[config.mk]
export PLATFORM = sky130hd
export DESIGN_NAME = gpio_uart_tx
export DESIGN_NICKNAME = d
export VERILOG_FILES = /design/src/rtl/gpio_uart_tx.sv
export SDC_FILE = /design/constraint.sdc
export NUM_CORES = 1
export LEC_CHECK = 0
export BUFFER_PORTS_ARGS = -buffer_cell sky130_fd_sc_hd__buf_2
export CORE_ASPECT_RATIO = 0.9
export CORE_MARGIN = 5
export CORE_UTILIZATION = 45
export CTS_CLUSTER_DIAMETER = 150
export DETAILED_ROUTE_END_ITERATION = 6
export GPL_TIMING_DRIVEN = 0
export SLEW_MARGIN = 10
export SYNTH_ARGS = -nofsm -noshare
export SYNTH_HDL_FRONTEND = slang
export SYNTH_SLANG_ARGS = --single-unit
export TNS_END_PERCENT = 1
[constraint.sdc]
create_clock -name clk -period 5.91 [get_ports clk]
set_input_delay 0.2955 -clock clk [delete_from_list [all_inputs] [get_ports clk]]
set_output_delay 0.2955 -clock clk [all_outputs]
set_load 0.1 [all_outputs]
[src/rtl/gpio_uart_tx.sv]
// gpio_uart_tx: watches the cpu gpio bus, queues every new value in a small
// FIFO and prints each one on a UART line as 8 uppercase hex digits + '\n'.
// Optional even-parity framing (8E1) is enabled by defining GPIO_UART_TX_PARITY_EN.
module gpio_uart_tx #(
  parameter int CLKS_PER_BIT    = 868,
  parameter int FIFO_ADDR_WIDTH = 2
) (
  input  logic        clk,
  input  logic        rst,
  input  logic [31:0] gpio,
  output logic        tx,
  output logic        busy,
  output logic        overflow
);

  localparam int DEPTH = 2 ** FIFO_ADDR_WIDTH;
  localparam int CNT_W = $clog2(CLKS_PER_BIT);
  localparam logic [CNT_W-1:0]         CNT_MAX = CNT_W'(CLKS_PER_BIT - 1);
  localparam logic [FIFO_ADDR_WIDTH:0] DEPTH_C = (FIFO_ADDR_WIDTH + 1)'(DEPTH);

`ifdef GPIO_UART_TX_PARITY_EN
  typedef enum logic [2:0] {IDLE, START, DATA, PARITY, STOP} state_t;
`else
  typedef enum logic [1:0] {IDLE, START, DATA, STOP} state_t;
`endif

  // change detect + FIFO
  logic [31:0]                gpio_q;
  logic [31:0]                mem [DEPTH];
  logic [FIFO_ADDR_WIDTH-1:0] wr_ptr, rd_ptr;
  logic [FIFO_ADDR_WIDTH:0]   count;
  logic                       push, accept, pop, not_empty;

  // serialiser
  state_t         state, state_d;
  logic [CNT_W-1:0] cnt, cnt_d;
  logic [2:0]     bit_idx, bit_idx_d;
  logic [3:0]     char_idx, char_idx_d;
  logic [31:0]    word, word_d;
  logic [7:0]     char_byte;
  logic [3:0]     nib;
  logic           tx_d;

  assign not_empty = (count != '0);
  assign push      = (gpio != gpio_q);
  // a pop frees a slot in the same cycle, so a full FIFO can still accept
  assign accept    = push && ((count != DEPTH_C) || pop);
  assign busy      = (state != IDLE) || not_empty;

  // history register, FIFO pointers/occupancy and sticky overflow flag
  always_ff @(posedge clk or posedge rst) begin
    if (rst) begin
      gpio_q   <= '0;
      wr_ptr   <= '0;
      rd_ptr   <= '0;
      count    <= '0;
      overflow <= 1'b0;
    end else begin
      gpio_q <= gpio;
      if (accept) wr_ptr <= wr_ptr + 1'b1;
      if (pop)    rd_ptr <= rd_ptr + 1'b1;
      if (accept && !pop)      count <= count + 1'b1;
      else if (!accept && pop) count <= count - 1'b1;
      if (push && !accept) overflow <= 1'b1;
    end
  end

  // FIFO storage; contents are don't-care while count says empty
  always_ff @(posedge clk) begin
    if (accept) mem[wr_ptr] <= gpio;
  end

  // current character: the word is shifted left a nibble per character sent
  always_comb begin
    nib       = word[31:28];
    char_byte = (nib < 4'd10) ? (8'h30 + {4'h0, nib}) : (8'h37 + {4'h0, nib});
    if (char_idx == 4'd8) char_byte = 8'h0A;
  end

  // next-state logic for the UART framer
  always_comb begin
    state_d    = state;
    cnt_d      = cnt;
    bit_idx_d  = bit_idx;
    char_idx_d = char_idx;
    word_d     = word;
    pop        = 1'b0;
    case (state)
      IDLE: begin
        if (not_empty) begin
          pop        = 1'b1;
          word_d     = mem[rd_ptr];
          char_idx_d = '0;
          cnt_d      = '0;
          state_d    = START;
        end
      end
      START: begin
        if (cnt == CNT_MAX) begin
          cnt_d     = '0;
          bit_idx_d = '0;
          state_d   = DATA;
        end else cnt_d = cnt + 1'b1;
      end
      DATA: begin
        if (cnt == CNT_MAX) begin
          cnt_d = '0;
          if (bit_idx == 3'd7) begin
`ifdef GPIO_UART_TX_PARITY_EN
            state_d = PARITY;
`else
            state_d = STOP;
`endif
          end else bit_idx_d = bit_idx + 1'b1;
        end else cnt_d = cnt + 1'b1;
      end
`ifdef GPIO_UART_TX_PARITY_EN
      PARITY: begin
        if (cnt == CNT_MAX) begin
          cnt_d   = '0;
          state_d = STOP;
        end else cnt_d = cnt + 1'b1;
      end
`endif
      STOP: begin
        if (cnt == CNT_MAX) begin
          cnt_d = '0;
          if (char_idx < 4'd8) begin
            char_idx_d = char_idx + 1'b1;
            word_d     = {word[27:0], 4'h0};
            state_d    = START;
          end else state_d = IDLE;
        end else cnt_d = cnt + 1'b1;
      end
      default: state_d = IDLE;
    endcase
  end

  // tx is registered from the state being entered, so the start bit leaves
  // on the same edge as the pop
  always_comb begin
    tx_d = 1'b1;
    case (state_d)
      START:  tx_d = 1'b0;
      DATA:   tx_d = char_byte[bit_idx_d];
`ifdef GPIO_UART_TX_PARITY_EN
      PARITY: tx_d = ^char_byte;
`endif
      default: tx_d = 1'b1;
    endcase
  end

  // framer state register
  always_ff @(posedge clk or posedge rst) begin
    if (rst) begin
      state    <= IDLE;
      cnt      <= '0;
      bit_idx  <= '0;
      char_idx <= '0;
      word     <= '0;
      tx       <= 1'b1;
    end else begin
      state    <= state_d;
      cnt      <= cnt_d;
      bit_idx  <= bit_idx_d;
      char_idx <= char_idx_d;
      word     <= word_d;
      tx       <= tx_d;
    end
  end

endmodule

# After elaboration in Yosys (flattened, before gate mapping)
# Memories as Yosys holds them, arrays and structs flattened.
# Cells that the tools add are included.
# op_classes
add_sub_neg,9
mux,33
n_reduce_logical,15
magnitude_cmp,3
n_eq_ne,13
# ops
cell,n
two-way mux 32 bit,3
one-hot mux 32 bit (2 select lines),1
!= test 32 bit,1
two-way mux 10 bit,2
one-hot mux 10 bit (2 select lines),1
two-way mux 3 bit,5
"adder 6 x 4 -> 7 bit, first input constant",2
two-way mux 7 bit,2
two-way mux 4 bit,3
"adder 10 x 1 -> 10 bit, second input constant",1
"equality test 10 bit, second input constant",1
two-way mux 2 bit,5
"less-than comparator 4 bit, second input constant",2
one-hot mux 2 bit (4 select lines),1
one-hot mux 4 bit (2 select lines),1
"adder 3 x 1 -> 3 bit, second input constant",2
"equality test 2 bit, second input constant",3
two-way mux 1 bit,6
"!= test 2 bit, second input constant",3
one-hot mux 3 bit (2 select lines),1
nonzero test 2 bit,3
"adder 2 x 1 -> 2 bit, second input constant",2
"adder 4 x 1 -> 4 bit, second input constant",1
"equality test 2 x 1 -> 1 bit, second input constant",2
14 further kinds,19
# totals
mem_count,1
register_bits,92
ramBits,128
in_bits,34
# mem_list
name,words,word_bits,read_ports,rd_clocked_by_memory_dff,wr,line,text
mem,4,32,1,0,1,29,logic [31:0] mem [DEPTH];

# Logic depth before layout (Yosys ltp)
# logic_depth
word_depth,9
ltp_mapped,12
depth_no_buf,11

# Least setup slack after synthesis
# No wires, ideal clock.
# synth_path
path_type,register to register
startpoint,register state[0]
endpoint,register count[1]
path_slack_ps,3062
arrival_time_ps,2723
stages_incl_launch_ff,11
path_cell_list,dfrtp_1 -> inv_1 -> ha_1 -> clkbuf_1 -> or4b_2 -> nor2b_1 -> clkbuf_1 -> ha_1 -> inv_1 -> fa_1 -> mux2_2
# synth_between
elab_chain_len,7
# synth_lines
element,line,text
start: declaration,35,"state_t state, state_d;"
start signal: assignment,163,state <= state_d;
logical NOT 2 bit *,88,case (state)
two-way mux 1 bit *,88,
logical OR 1 bit *,47,assign accept = push && ((count != DEPTH_C) || pop);
logical AND 1 bit *,47,
net accept,32,"logic push, accept, pop, not_empty;"
logical NOT 1 bit,63,else if (!accept && pop) count <= count - 1'b1;
logical AND 1 bit,63,
nonzero test 2 bit (no source line),--,
end signal: assignment,62,if (accept && !pop) count <= count + 1'b1;
end signal: assignment,63,
end: declaration,31,logic [FIFO_ADDR_WIDTH:0] count;
# Mark *: on every way through the listed nets, which the timed path passes. The rest lies on a longest branch.
# A chain may end at the register's enable or synchronous reset.

# Final worst setup path
# layout_path
startpoint,register state[1]
endpoint,register count[1]
# Same word-level chain as after synthesis.

==> summary.md <==
| Metric | Value |
|---|---|
| Most used flip-flop cell after synthesis | edfxtp_1 |
| Detail Route Antenna Nets | 0 |
| Post-synth ARST share | 41.82% |
| Storage element area | 0.006147 mm2 |
| Port Buffer Count | 36 |
| CTS HTree Levels | 1 |
| CP startpoint kind | flop |
| Grt total ovfl | 0 |
| Initial antenna violation count | 0 |
| Final Skew | 13.42 ps |
| CP arrival | 3590 ps |
| Via-to-Cell Ratio | 5.242 |
| Slew Limit Headroom | 46.76% |
| Row cnt | 49 |
| CORE AREA | 0.01986 mm2 |
| First-pass GRT wire length | 29390 um |
| Syn Inst Count | 585 |
| Max-cap viol count | 0 |
| Clock sink count | 220 |
| Synth top area cells | edfxtp_1 42%, dfrtp_1 25%, mux4_2 8.0% |
| Number of buffers created by CTS | 24 |
| CTS tree | built |
| Drt first pass iters | 7 |
| Num ports | 37 |
| Die span in y | 144.5 um |
| Initial DRC Count | 312 |
| P&R area growth vs syn | 20.11% |
| Footprint of the multi-input gates | 0.002736 mm2 |
| Yosys top cell by area | edfxtp_1 |
| Setup repair after global routing missed its margin | false |
| Crit path time final | 3198 ps |
| Net count, final | 734 |
| Filler cells | 1586 |
| # diodes | 0 |
| GRT Util Overall | 16.30% |
| Clock Latency Late Sink | 510 ps |
| Detailed Place HPWL | 12020 um |
| Peak supply drop | 0.2122 mV |
| Kind of critical path | reg2reg |
| Leak Pwr | 0.004076 uW |
| Vias in the first global route | 5251 |
| Syn avg cell area | 15.46 um2 |
| Initial Utilization | 45.53% |
| Pwr dens | 309.9 mW/mm2 |
| Root Driver | clkbuf_16 |
| Core Util, Final | 54.69% |
| Sequential fraction of the synthesis area | 67.96% |
| Die width | 159.4 um |
| Synth top area share | 42.50% |
| Synth warn | 0 |
| CP Capture Type | flop |
| Count of flip-flops with a built-in enable after synthesis | 128 |
| Max-slew violation count | 0 |
| Final hold violation count | 0 |
| Average wire per standard cell | 18.96 um |
| Drt drc | 0 |
| Post-synthesis cell area | 0.009045 mm2 |
| Post-CTS Setup Bufs | 0 |
| Die area | 0.02304 mm2 |
| CTS clk-pin slew, worst paths | 60 ps |
| Run status | completed |
| Crit-path max FO | 10 |
| Critical path required time | 6300 ps |
| Hold Path Class | in2reg |
| Syn nets | 635 |
| Layout cells sized above 1 | 19.37% |
| Largest net degree at the start of global routing | 54 |
| Yosys reg bits | 220 |
| Library cells used by synthesis | 58 |
| Final WL | 18150 um |
| Gpl congestion | 0.7793 |
| CTS Buffer Depth | 3 |
| Worst Tran Pin Value | 798.7 ps |
| TNS Setup | 0 ps |
| Max Clock Freq | 312.7 MHz |
| Vias | 5017 |
| Final period utilization | 54.12% |
| Final setup viols | 0 |
[repair_timing]
action                    4_1_cts  5_1_grt
hold endpoints to repair       82        0
resized for setup               0        0
hold buffers                   32        0
[report_power, final]
group          internal, uW  switching, uW  total (uW)
logic                  33.2           49.9        83.1
registers              1640           4.79        1640
clock network          1070            572        1640
[layer usage]
| layer | global-route usage (%) | vias to the layer above | wire length, um |
|---|---|---|---|
| met2 | 26.58 | 80 | 8775 |
| met4 | 4.578 | 0 | 352 |
| met1 | 23.25 | 2524 | 8481 |
| met5 | 0 | - | 0 |
| li1 | - | 2382 | - |
| met3 | 2.479 | 31 | 541 |
[path summary, 6_finish.rpt]
| kind | startpoint | to | slack [ps] | cells after the start |
|---|---|---|---|---|
| worst max-delay path | state[1] | count[1] | 2710 | 10 |
| worst min-delay path | gpio[22] | gpio_q[22] | 30 | 1 |
| worst max register to register | state[1] | count[1] | 2710 | 10 |
| worst min register to register | overflow | overflow | 480 | 1 |
| max in group asynchronous | rst | gpio_q[9] | 4750 | 4 |
| min in group asynchronous | rst | gpio_q[21] | 460 | 3 |
[worst max-delay path, cell delays in order (launching register included)]
cell and delay, ps:
dfrtp_1 430, inv_1 110, ha_1 210, clkbuf_1 230
or4b_2 730, nor2b_1 150, clkbuf_1 190, ha_1 270
inv_1 80, fa_1 400, mux2_2 280
[cell usage after synthesis, drive strengths merged, types with 2 or more instances]
master / count
and3: 5
mux2: 2
nor2b: 7
buf: 8
mux2i: 29
nor4b: 2
or2: 2
xor2: 35
clkbuf: 15
nor4: 8
nand2b: 2
nand4: 4
a21oi: 6
nor2: 16
o41ai: 2
nor3: 4
xnor2: 6
o31ai: 4
o211ai: 3
nand3: 6
and2: 5
edfxtp: 128
mux4: 32
o21ai: 46
nand2: 63
ha: 15
dfrtp: 91
a31oi: 3
inv: 16
[registers in the layout, indices dropped and copies added (netlist names), 3 cells and up]
signal / flops
char_idx: 4
gpio_q: 32
bit_idx: 3
count: 3
mem: 128
cnt: 10
word: 32
[placed cells by master, fill, tap and decap left out, drive strengths merged, types with 7 or more instances in the layout]
| cell | instances |
|---|---|
| ha | 15 |
| buf | 49 |
| o21ai | 46 |
| nand2 | 63 |
| nor2 | 16 |
| mux4 | 32 |
| mux2i | 29 |
| xor2 | 35 |
| dfrtp | 91 |
| nor2b | 7 |
| edfxtp | 128 |
| nor4 | 8 |
| clkbuf | 46 |
| inv | 16 |
| dlygate4sd3 | 32 |
[cells by family (layout without fill, tap and decap cells)]
| group | after synthesis | count (layout) | share of synthesized area (%) |
|---|---|---|---|
| AOI/OAI and AO/OA | 78 | 78 | 5.160 |
| xor gates and xnor gates | 41 | 41 | 3.970 |
| adders and majority gates | 16 | 16 | 2.296 |
| buffers and inverters | 39 | 156 | 1.840 |
| DFF | 220 | 220 | 67.96 |
| muxes | 63 | 63 | 11.47 |
| and+or+nand+nor | 128 | 128 | 7.304 |
[cell type report]
cell class	count	area share, %
Buffer	23	0.9789
Clock buffer	31	6.242
Clock inverter	13	1.969
Inverter	16	0.5758
Multi-Input combinational cell	326	25.19
Sequential cell	220	56.58
Tap cell	255	2.937
Timing Repair Buffer	73	5.528
[through the flow]
stage	worst slack (ps)	hold slack, ps	instance area [um2]	instances	total power (uW)
after floorplan	3062	326.9	9045	585	1699
after global placement	1841	461.9	9544	876	1738
after detailed placement	2714	470.8	9652	881	1742
after CTS	2704	7.332	10860	957	3403
after global routing	2547	13.88	10860	957	3481
final	2712	31.17	10860	957	3367
Note: power is estimated with default switching activity, not from simulation.
